--- src/rtl/pwm_pkg.sv ---
// pwm_pkg: register map, bit indices, bus-decode enum and byte-strobe merge
// shared by the pwm_multi peripheral.
package pwm_pkg;

  localparam logic [7:0] OFF_CTRL      = 8'h00;
  localparam logic [7:0] OFF_PERIOD    = 8'h04;
  localparam logic [7:0] OFF_PRESCALE  = 8'h08;
  localparam logic [7:0] OFF_COUNT     = 8'h0C;
  localparam logic [7:0] OFF_IRQ       = 8'h10;
  localparam logic [7:0] OFF_DUTY_BASE = 8'h20;

  localparam int CTRL_EN_BIT  = 0;
  localparam int IRQ_FLAG_BIT = 0;
  localparam int IRQ_IE_BIT   = 1;

  typedef enum logic [2:0] {
    DEC_NONE,
    DEC_CTRL,
    DEC_PERIOD,
    DEC_PRESCALE,
    DEC_COUNT,
    DEC_IRQ,
    DEC_DUTY
  } dec_e;

  function automatic logic [31:0] apply_strb(input logic [31:0] old_v,
                                             input logic [31:0] wdata_v,
                                             input logic [3:0]  strb_v);
    logic [31:0] r;
    r = old_v;
    for (int b = 0; b < 4; b++)
      if (strb_v[b]) r[8*b +: 8] = wdata_v[8*b +: 8];
    return r;
  endfunction

endpackage

--- src/rtl/pwm_channel.sv ---
// pwm_channel: one PWM lane -- duty shadow/active pair, compare against the
// shared counter, registered output.
module pwm_channel #(
  parameter int WIDTH = 16
) (
  input  logic             clk_i,
  input  logic             rst_ni,
  input  logic [WIDTH-1:0] count_i,
  input  logic             wrap_i,
  input  logic             en_i,
  input  logic             we_i,
  input  logic [WIDTH-1:0] wdata_i,
  output logic [WIDTH-1:0] duty_o,
  output logic             pwm_o
);

  logic [WIDTH-1:0] duty_sh_q, duty_act_q;
  logic             pwm_q;

  // Active copy is taken from the pre-write shadow, so a write landing on
  // the wrap cycle is deferred to the following wrap.
  always_ff @(posedge clk_i or negedge rst_ni) begin
    if (!rst_ni) begin
      duty_sh_q  <= '0;
      duty_act_q <= '0;
      pwm_q      <= 1'b0;
    end else begin
      if (we_i) duty_sh_q <= wdata_i;
      if (wrap_i || !en_i) duty_act_q <= duty_sh_q;
      pwm_q <= en_i & (count_i < duty_act_q);
    end
  end

  assign duty_o = duty_sh_q;
  assign pwm_o  = pwm_q;

endmodule

--- src/rtl/pwm_multi.sv ---
// pwm_multi: multi-channel PWM on the valid/ready bus with a shared prescaler
// and period counter. Define PWM_IRQ_EN to build the period-wrap IRQ register.
module pwm_multi
  import pwm_pkg::*;
#(
  parameter int CHANNELS   = 4,
  parameter int WIDTH      = 16,
  parameter int PRESCALE_W = 8
) (
  input  logic                clk,
  input  logic                resetn,
  input  logic                valid,
  output logic                ready,
  input  logic [3:0]          wstrb,
  input  logic [31:0]         addr,
  input  logic [31:0]         wdata,
  output logic [31:0]         rdata,
  output logic [CHANNELS-1:0] out,
  output logic                irq
);

  logic                           ready_q;
  logic [31:0]                    rdata_q;
  logic                           en_q;
  logic [WIDTH-1:0]               period_sh_q, period_act_q, count_q, count_d;
  logic [PRESCALE_W-1:0]          prescale_q, presc_q, presc_d;
  logic [CHANNELS-1:0][WIDTH-1:0] duty_sh;
  logic [CHANNELS-1:0]            duty_we;
  dec_e                           dec;
  logic [5:0]                     widx;
  logic [31:0]                    duty_old, rd_val, wr_val;
  logic                           accept, wr, rd, tick, wrap;
  logic                           unused_addr;
`ifdef PWM_IRQ_EN
  logic                           flag_q, ie_q, irq_q, irq_wr;
`endif

  assign unused_addr = ^{addr[31:8], addr[1:0]};
  assign widx   = addr[7:2];
  assign accept = valid & ~ready_q;
  assign wr     = accept & (|wstrb);
  assign rd     = accept & ~(|wstrb);

  always_comb begin
    dec      = DEC_NONE;
    duty_old = '0;
    duty_we  = '0;
    if      (widx == OFF_CTRL[7:2])     dec = DEC_CTRL;
    else if (widx == OFF_PERIOD[7:2])   dec = DEC_PERIOD;
    else if (widx == OFF_PRESCALE[7:2]) dec = DEC_PRESCALE;
    else if (widx == OFF_COUNT[7:2])    dec = DEC_COUNT;
`ifdef PWM_IRQ_EN
    else if (widx == OFF_IRQ[7:2])      dec = DEC_IRQ;
`endif
    for (int i = 0; i < CHANNELS; i++) begin
      if (int'(widx) == int'(OFF_DUTY_BASE[7:2]) + i) begin
        dec        = DEC_DUTY;
        duty_old   = 32'(duty_sh[i]);
        duty_we[i] = wr;
      end
    end
  end

  // Readback doubles as the merge base for strobed writes.
  always_comb begin
    rd_val = '0;
    case (dec)
      DEC_CTRL:     rd_val[CTRL_EN_BIT] = en_q;
      DEC_PERIOD:   rd_val = 32'(period_sh_q);
      DEC_PRESCALE: rd_val = 32'(prescale_q);
      DEC_COUNT:    rd_val = 32'(count_q);
      DEC_DUTY:     rd_val = duty_old;
`ifdef PWM_IRQ_EN
      DEC_IRQ: begin
        rd_val[IRQ_FLAG_BIT] = flag_q;
        rd_val[IRQ_IE_BIT]   = ie_q;
      end
`endif
      default: ;
    endcase
  end

  assign wr_val = apply_strb(rd_val, wdata, wstrb);

  always_ff @(posedge clk or negedge resetn) begin
    if (!resetn) begin
      ready_q     <= 1'b0;
      rdata_q     <= '0;
      en_q        <= 1'b0;
      period_sh_q <= '0;
      prescale_q  <= '0;
    end else begin
      ready_q <= accept;
      rdata_q <= rd ? rd_val : '0;
      if (wr && dec == DEC_CTRL)     en_q        <= wr_val[CTRL_EN_BIT];
      if (wr && dec == DEC_PERIOD)   period_sh_q <= wr_val[WIDTH-1:0];
      if (wr && dec == DEC_PRESCALE) prescale_q  <= wr_val[PRESCALE_W-1:0];
    end
  end

  // >= keeps the prescaler sane if PRESCALE is lowered below the running count.
  assign tick = en_q && (presc_q >= prescale_q);
  assign wrap = tick && (count_q == period_act_q);

  always_comb begin
    presc_d = presc_q + 1'b1;
    count_d = count_q;
    if (!en_q) begin
      presc_d = '0;
      count_d = '0;
    end else if (tick) begin
      presc_d = '0;
      count_d = wrap ? '0 : count_q + 1'b1;
    end
  end

  always_ff @(posedge clk or negedge resetn) begin
    if (!resetn) begin
      presc_q      <= '0;
      count_q      <= '0;
      period_act_q <= '0;
    end else begin
      presc_q <= presc_d;
      count_q <= count_d;
      if (wrap || !en_q) period_act_q <= period_sh_q;
    end
  end

  for (genvar i = 0; i < CHANNELS; i++) begin : g_ch
    pwm_channel #(.WIDTH(WIDTH)) u_ch (
      .clk_i   (clk),
      .rst_ni  (resetn),
      .count_i (count_q),
      .wrap_i  (wrap),
      .en_i    (en_q),
      .we_i    (duty_we[i]),
      .wdata_i (wr_val[WIDTH-1:0]),
      .duty_o  (duty_sh[i]),
      .pwm_o   (out[i])
    );
  end

`ifdef PWM_IRQ_EN
  assign irq_wr = wr && (dec == DEC_IRQ) && wstrb[0];

  // A wrap in the same cycle as a W1C keeps the flag set.
  always_ff @(posedge clk or negedge resetn) begin
    if (!resetn) begin
      flag_q <= 1'b0;
      ie_q   <= 1'b0;
      irq_q  <= 1'b0;
    end else begin
      flag_q <= wrap | (flag_q & ~(irq_wr & wdata[IRQ_FLAG_BIT]));
      if (irq_wr) ie_q <= wdata[IRQ_IE_BIT];
      irq_q <= flag_q & ie_q;
    end
  end

  assign irq = irq_q;
`else
  assign irq = 1'b0;
`endif

  assign ready = ready_q;
  assign rdata = rdata_q;

endmodule
--- config.mk ---
export PLATFORM = sky130hd
export DESIGN_NAME = pwm_multi
export DESIGN_NICKNAME = d
export VERILOG_FILES = /design/src/rtl/pwm_pkg.sv /design/src/rtl/pwm_channel.sv /design/src/rtl/pwm_multi.sv
export SDC_FILE = /design/constraint.sdc
export NUM_CORES = 1
export LEC_CHECK = 0
export CAP_MARGIN = 0
export CELL_PAD_IN_SITES_DETAIL_PLACEMENT = 0
export CELL_PAD_IN_SITES_GLOBAL_PLACEMENT = 1
export CORE_MARGIN = 4
export CORE_UTILIZATION = 42
export DETAILED_ROUTE_END_ITERATION = 8
export PLACE_DENSITY = 0.79
export SLEW_MARGIN = 20
export SYNTH_ARGS = -nofsm -noshare
export SYNTH_HDL_FRONTEND = slang
export SYNTH_SLANG_ARGS = --single-unit
--- constraint.sdc ---
create_clock -name clk -period 2.4 [get_ports clk]
set_input_delay 0.36 -clock clk [delete_from_list [all_inputs] [get_ports clk]]
set_output_delay 0.36 -clock clk [all_outputs]
set_load 0.01 [all_outputs]
# ---- After elaboration in Yosys (flattened, before gate mapping)
# Cells that the tools add are included.
dict set report op_classes {
  add_sub_neg 2
  n_eq_ne 14
  n_lt_le_gt_ge 5
  n_mux 26
  bitwise 9
  reduce_logical 9
}
# operator n
set ops {}
lappend ops {{$mux 32} 4}
lappend ops {{$pmux 31 s4} 1}
lappend ops {{$lt 16x16->1} 4}
lappend ops {{$mux 16} 4}
lappend ops {{$mux 8} 4}
lappend ops {{$eq 6x5->1 const B} 4}
lappend ops {{$mux 3} 8}
lappend ops {{$add 16x1->16 const B} 1}
lappend ops {{$eq 16x16->1} 1}
lappend ops {{$eq 6x2->1 const B} 2}
lappend ops {{$add 8x1->8 const B} 1}
lappend ops {{$ge 8x8->1} 1}
lappend ops {{$and 1x1->1} 7}
lappend ops {{$eq 3x2->1 const B} 2}
lappend ops {{$eq 3x3->1 const B} 2}
lappend ops {{$eq 6x1->1 const B} 1}
lappend ops {{$logic_not 6->1} 1}
lappend ops {{$logic_and 1x1->1} 5}
lappend ops {{$pmux 1 s5} 1}
lappend ops {{$mux 1} 4}
lappend ops {{$reduce_or 4->1} 1}
lappend ops {{$eq 3x1->1 const B} 1}
lappend ops {{$ne 2x1->1 const B} 1}
lappend ops {{$not 1->1} 2}
lappend ops {{2 further kinds} 2}
dict set report word_totals {
  reg_bits 230
  wordCells 85
  output_inout_bits 38
}

# ---- Longest topological paths before layout
dict set report logic_depth {
  word_depth 12
  mapped_depth 10
}

# ---- Hierarchy
# Synthesis repeated with hierarchy kept, for this count alone.
dict set report unflattened {
  hier_cells 1018
  area_unflattened_um2 11205.7
}
# mod instances cells_each area_per_inst_um2 seq_area_each_um2
set by_module_without_submodules {}
lappend by_module_without_submodules {pwm_channel 4 138 1555.2 825.8}
lappend by_module_without_submodules {pwm_multi 1 466 4984.8 2052.0}

# ---- Worst setup path after synthesis
# No wires, ideal clock.
dict set report synth_timing {
  path_kind {register to register}
  start {reg presc_q[0]}
  end {reg g_ch[0].u_ch.duty_act_q[0]}
  period_less_slack_ns 2.428
  t_arrival_ns 2.302
  setup_slack_ns -0.028
  stages_incl_launch_ff 11
  required_time_ns 2.275
  setup_ns 0.125
  cell_sequence {dfrtp_1 -> inv_1 -> ha_1 -> nand2b_1 -> a2111oi_2 -> o311a_1 -> buf_2 -> a21o_1 -> buf_6 -> buf_6 -> mux2_4}
}
dict set report synth_between {
  elab_chain_len 4
}
# item line_no
set synth_rtl {}
lappend synth_rtl {{start: declaration} pwm_multi.sv:26} ;# logic [PRESCALE_W-1:0] prescale_q, presc_q, presc_d;
lappend synth_rtl {{start signal: assignment} pwm_multi.sv:123} ;# presc_q <= presc_d;
lappend synth_rtl {{$ge 8x8->1} pwm_multi.sv:102} ;# assign tick = en_q && (presc_q >= prescale_q);
lappend synth_rtl {{$logic_and 1x1->1} pwm_multi.sv:102}
lappend synth_rtl {{$logic_and 1x1->1} pwm_multi.sv:103} ;# assign wrap = tick && (count_q == period_act_q);
lappend synth_rtl {{$logic_or 1x1->1} pwm_channel.sv:29} ;# if (wrap_i || !en_i) duty_act_q <= duty_sh_q;
lappend synth_rtl {{end signal: assignment} pwm_channel.sv:29}
lappend synth_rtl {{end: declaration} pwm_channel.sv:17} ;# logic [WIDTH-1:0] duty_sh_q, duty_act_q;
# No other way between the ends.
# A chain may end at the register's enable or synchronous reset.

# ---- Worst setup path after layout
dict set report layout_timing {
  start {reg count_q[10]}
  end {reg period_act_q[0]}
}
dict set report layout_between {
  elab_chain_len 3
}
# item line_no
set layout_rtl {}
lappend layout_rtl {{start: declaration} pwm_multi.sv:25} ;# logic [WIDTH-1:0] period_sh_q, period_act_q, count_q, count_d;
lappend layout_rtl {{start signal: assignment} pwm_multi.sv:124} ;# count_q <= count_d;
lappend layout_rtl {{$eq 16x16->1} pwm_multi.sv:103}
lappend layout_rtl {{$logic_and 1x1->1} pwm_multi.sv:103}
lappend layout_rtl {{$logic_or 1x1->1} pwm_multi.sv:125} ;# if (wrap || !en_q) period_act_q <= period_sh_q;
lappend layout_rtl {{end signal: assignment} pwm_multi.sv:125}
lappend layout_rtl {{end: declaration} pwm_multi.sv:25}
# No other way between the ends.

==> results_dict.tcl <==
set metrics [dict create \
    cp_common_cell "buf_4" \
    synth-seq-cells 214 \
    wirelength_um 30100 \
    drive_gt1_frac 0.280 \
    period_share 0.986 \
    firstDrtPassIters 6 \
    status "completed" \
    cts_made_buffers 24 \
    yosys_most_used_dff "dfrtp_1" \
    n_antenna_cell 0 \
    power_density_nw_per_um2 660 \
    required_ns 2.80 \
    maxSlewViolCount 0 \
    start_util 0.426 \
    num_rows 60 \
    async_flop_share 1.00 \
    syn_avg_cell_area_um2 11.7 \
    crit_type "reg -> reg" \
    netlist_instances 980 \
    peakVddDrop_mv 0.763 \
    arrival_ns 2.77 \
    cts_max_level 1 \
    place_inst 1416 \
    fp.dieH_um 173 \
    grt-busiest-layer "met2" \
    antenna_found_initial 0 \
    whs_ns 0.441 \
    multi_input_area_um2 5510 \
    synth-seq-area-share 0.466 \
    cts_buffer_depth 3 \
    skew_ns 0.0144 \
    core_um2 27000 \
    gr-total-overflow 0 \
    cap_violations 0 \
    grt_pass1_vias 8224 \
    rsz0062_at_grt "true" \
    gp_congestion 0.849 \
    grt_pass1_wl_um 47200 \
    final_cell_mix "210 x dfrtp_1, 93 x buf_4, 81 x inv_1" \
    clock_latency_ns 0.52 \
    fp.dieArea_um2 30100 \
    p_leak_nw 6.67 \
    fillers 2240 \
    die_x_um 173 \
    wl_per_cell_um 20.4 \
    dpl.hpwl_um 21200 \
    cts-root-buf "clkbuf_16" \
    areaGrowthSynthToFinish_pct 23.5 \
    crit_path_max_incr_delay_ns 0.49 \
    vias_per_cell 5.41 \
    netlist-cell-type-count 58 \
    nNetsFinal 1259 \
    max_clock_freq_ghz 0.423 \
    clkTransAtPathRegs_ns 0.06 \
    cp-end-kind "flip-flop" \
    final_cells 1477 \
    setup_violations 0 \
    track_usage 0.196 \
    num_vias 7996 \
    cts_tree "yes" \
    worst_pin_slew_ns 0.752 \
    synth-edff-count 0 \
    final_common_cell "dfrtp_1" \
    clock_sinks 214 \
    slew_headroom 0.498 \
    worstPathMaxFanout 6 \
    path_cells "buf_4 > xor2_1 > nor4_4 > nand4_4 > a21o_4 > buf_4 > clkbuf_16 > mux2_4" \
    grt_start_max_net_pins 78 \
    drc 0 \
    antenna_left 0 \
    synthesis.area_um2 11500 \
    use_met2 0.309 \
    io_buffers 49 \
    slowest_stage "dfrtp_1" \
    yosysWarnings 0 \
    cp-start-kind "flip-flop" \
    min_period_ns 2.37 \
    drt_iter0_markers 436 \
    ioPinCount 109 \
    seq_area_um2 5360 \
    met1_usage 0.284 \
    hold_viol 0 \
    met3_usage 0.0281 \
    hold_class "in -> async" \
]
-- metal layers --
metal | share of wire | vias to the layer above
met4 | 0.021 | 0
li1 | - | 3743
met1 | 0.48 | 4000
met5 | 0 | -
met2 | 0.46 | 213
met3 | 0.044 | 40
-- cell type report --
cell class	instances	share of cell area
timing repair buffer	169	0.123
inverter	81	0.0214
clock buffer	36	0.0512
sequential	214	0.378
clock inverter	8	0.00846
tap	341	0.0301
multi-input combinational	628	0.388
-- registers in the layout (all words and copies together), names as in the netlist --
register	count
period_act_q	16
g_ch.u_ch.duty_act_q	64
count_q	16
g_ch.u_ch.duty_o	64
en_q	1
rdata	16
g_ch.u_ch.pwm_o	4
presc_q	8
period_sh_q	16
ready	1
prescale_q	8
-- critical path: cells and delay by family (launching register included) --
family,cells,cell delay [ns]
buf+inv,3,0.53
mux,1,0.30
simple gates,2,0.44
flops,1,0.49
xor+xnor,1,0.22
compound gates,1,0.27
-- where the power goes --
group          switching (mW)  total [mW]  internal (mW)
Combinational           0.671        1.39          0.722
Sequential              0.203        4.04           3.84
Clock                    1.52        3.93           2.41
Total                    2.39        9.36           6.97
-- cells by family after synthesis --
family	Yosys count	synth area share
mux	141	0.181
buf+inv	154	0.0649
other cells	1	0.000326
simple gates	194	0.0870
flops	214	0.466
fa+ha+maj	70	0.0762
xor+xnor	22	0.0168
compound gates	184	0.108
-- through the flow --
step	utilization	setup slack, ns	power [mW]	TNS (ns)	cell area, um2
3_5_place_dp	0.485	-0.425	5.39	-31.38	13100
6_report	0.527	0.0339	9.36	0	14200
4_1_cts	0.518	0.00716	9.35	0	14000
3_3_place_gp	0.485	-0.402	5.36	-28.04	13100
5_1_grt	0.527	-0.0589	9.72	-3.27	14200
2_1_floorplan	-	0.000168	4.87	0	11600
-- cell usage after synthesis (6+ instances only) --
library cell | instances | area, um2
mux2_2 | 42 | 473
buf_4 | 23 | 173
and3_1 | 17 | 106
inv_1 | 81 | 304
nor2_1 | 43 | 161
o21ai_0 | 52 | 260
nand2_1 | 73 | 274
xor2_1 | 21 | 184
dfrtp_1 | 214 | 5360
a32o_1 | 15 | 150
nor2b_1 | 7 | 43.8
o31ai_1 | 11 | 82.6
a221oi_1 | 7 | 61.3
nand2b_1 | 6 | 37.5
clkbuf_1 | 29 | 109
o21ai_1 | 12 | 60.1
a22oi_1 | 11 | 82.6
nand4_1 | 10 | 62.6
ha_1 | 70 | 876
a21o_1 | 13 | 97.6
nand3_1 | 18 | 90.1
a21oi_1 | 27 | 135
buf_2 | 11 | 55.1
buf_6 | 9 | 101
mux4_2 | 17 | 383
mux2_4 | 80 | 1200
-- final timing paths --
kind,start,end,slack (ns),cells after the start
max,count_q[10]$_DFFE_PN0P_,period_act_q[0]$_DFFE_PN0P_,0.03,8
min,resetn,g_ch[2].u_ch.duty_act_q[15]$_DFFE_PN0P_,0.44,2
max reg2reg,count_q[10]$_DFFE_PN0P_,period_act_q[0]$_DFFE_PN0P_,0.03,8
min reg2reg,g_ch[2].u_ch.duty_o[2]$_DFFE_PN0P_,g_ch[2].u_ch.duty_o[2]$_DFFE_PN0P_,0.51,2
max in group asynchronous,resetn,count_q[7]$_DFFE_PN0P_,1.25,3
min in group clk,g_ch[2].u_ch.duty_o[2]$_DFFE_PN0P_,g_ch[2].u_ch.duty_o[2]$_DFFE_PN0P_,0.51,2
-- timing repair --
item | CTS | global route
gates cloned | 1 | 5
pin swaps | 2 | 4
hold endpoints to repair | 72 | 0
endpoints found under the setup margin | 45 | 101
buffers inserted | 1 | 9
hold buffers | 1 | 0
resized for setup | 9 | 7
No activity file was read; power rests on OpenSTA's default activity.
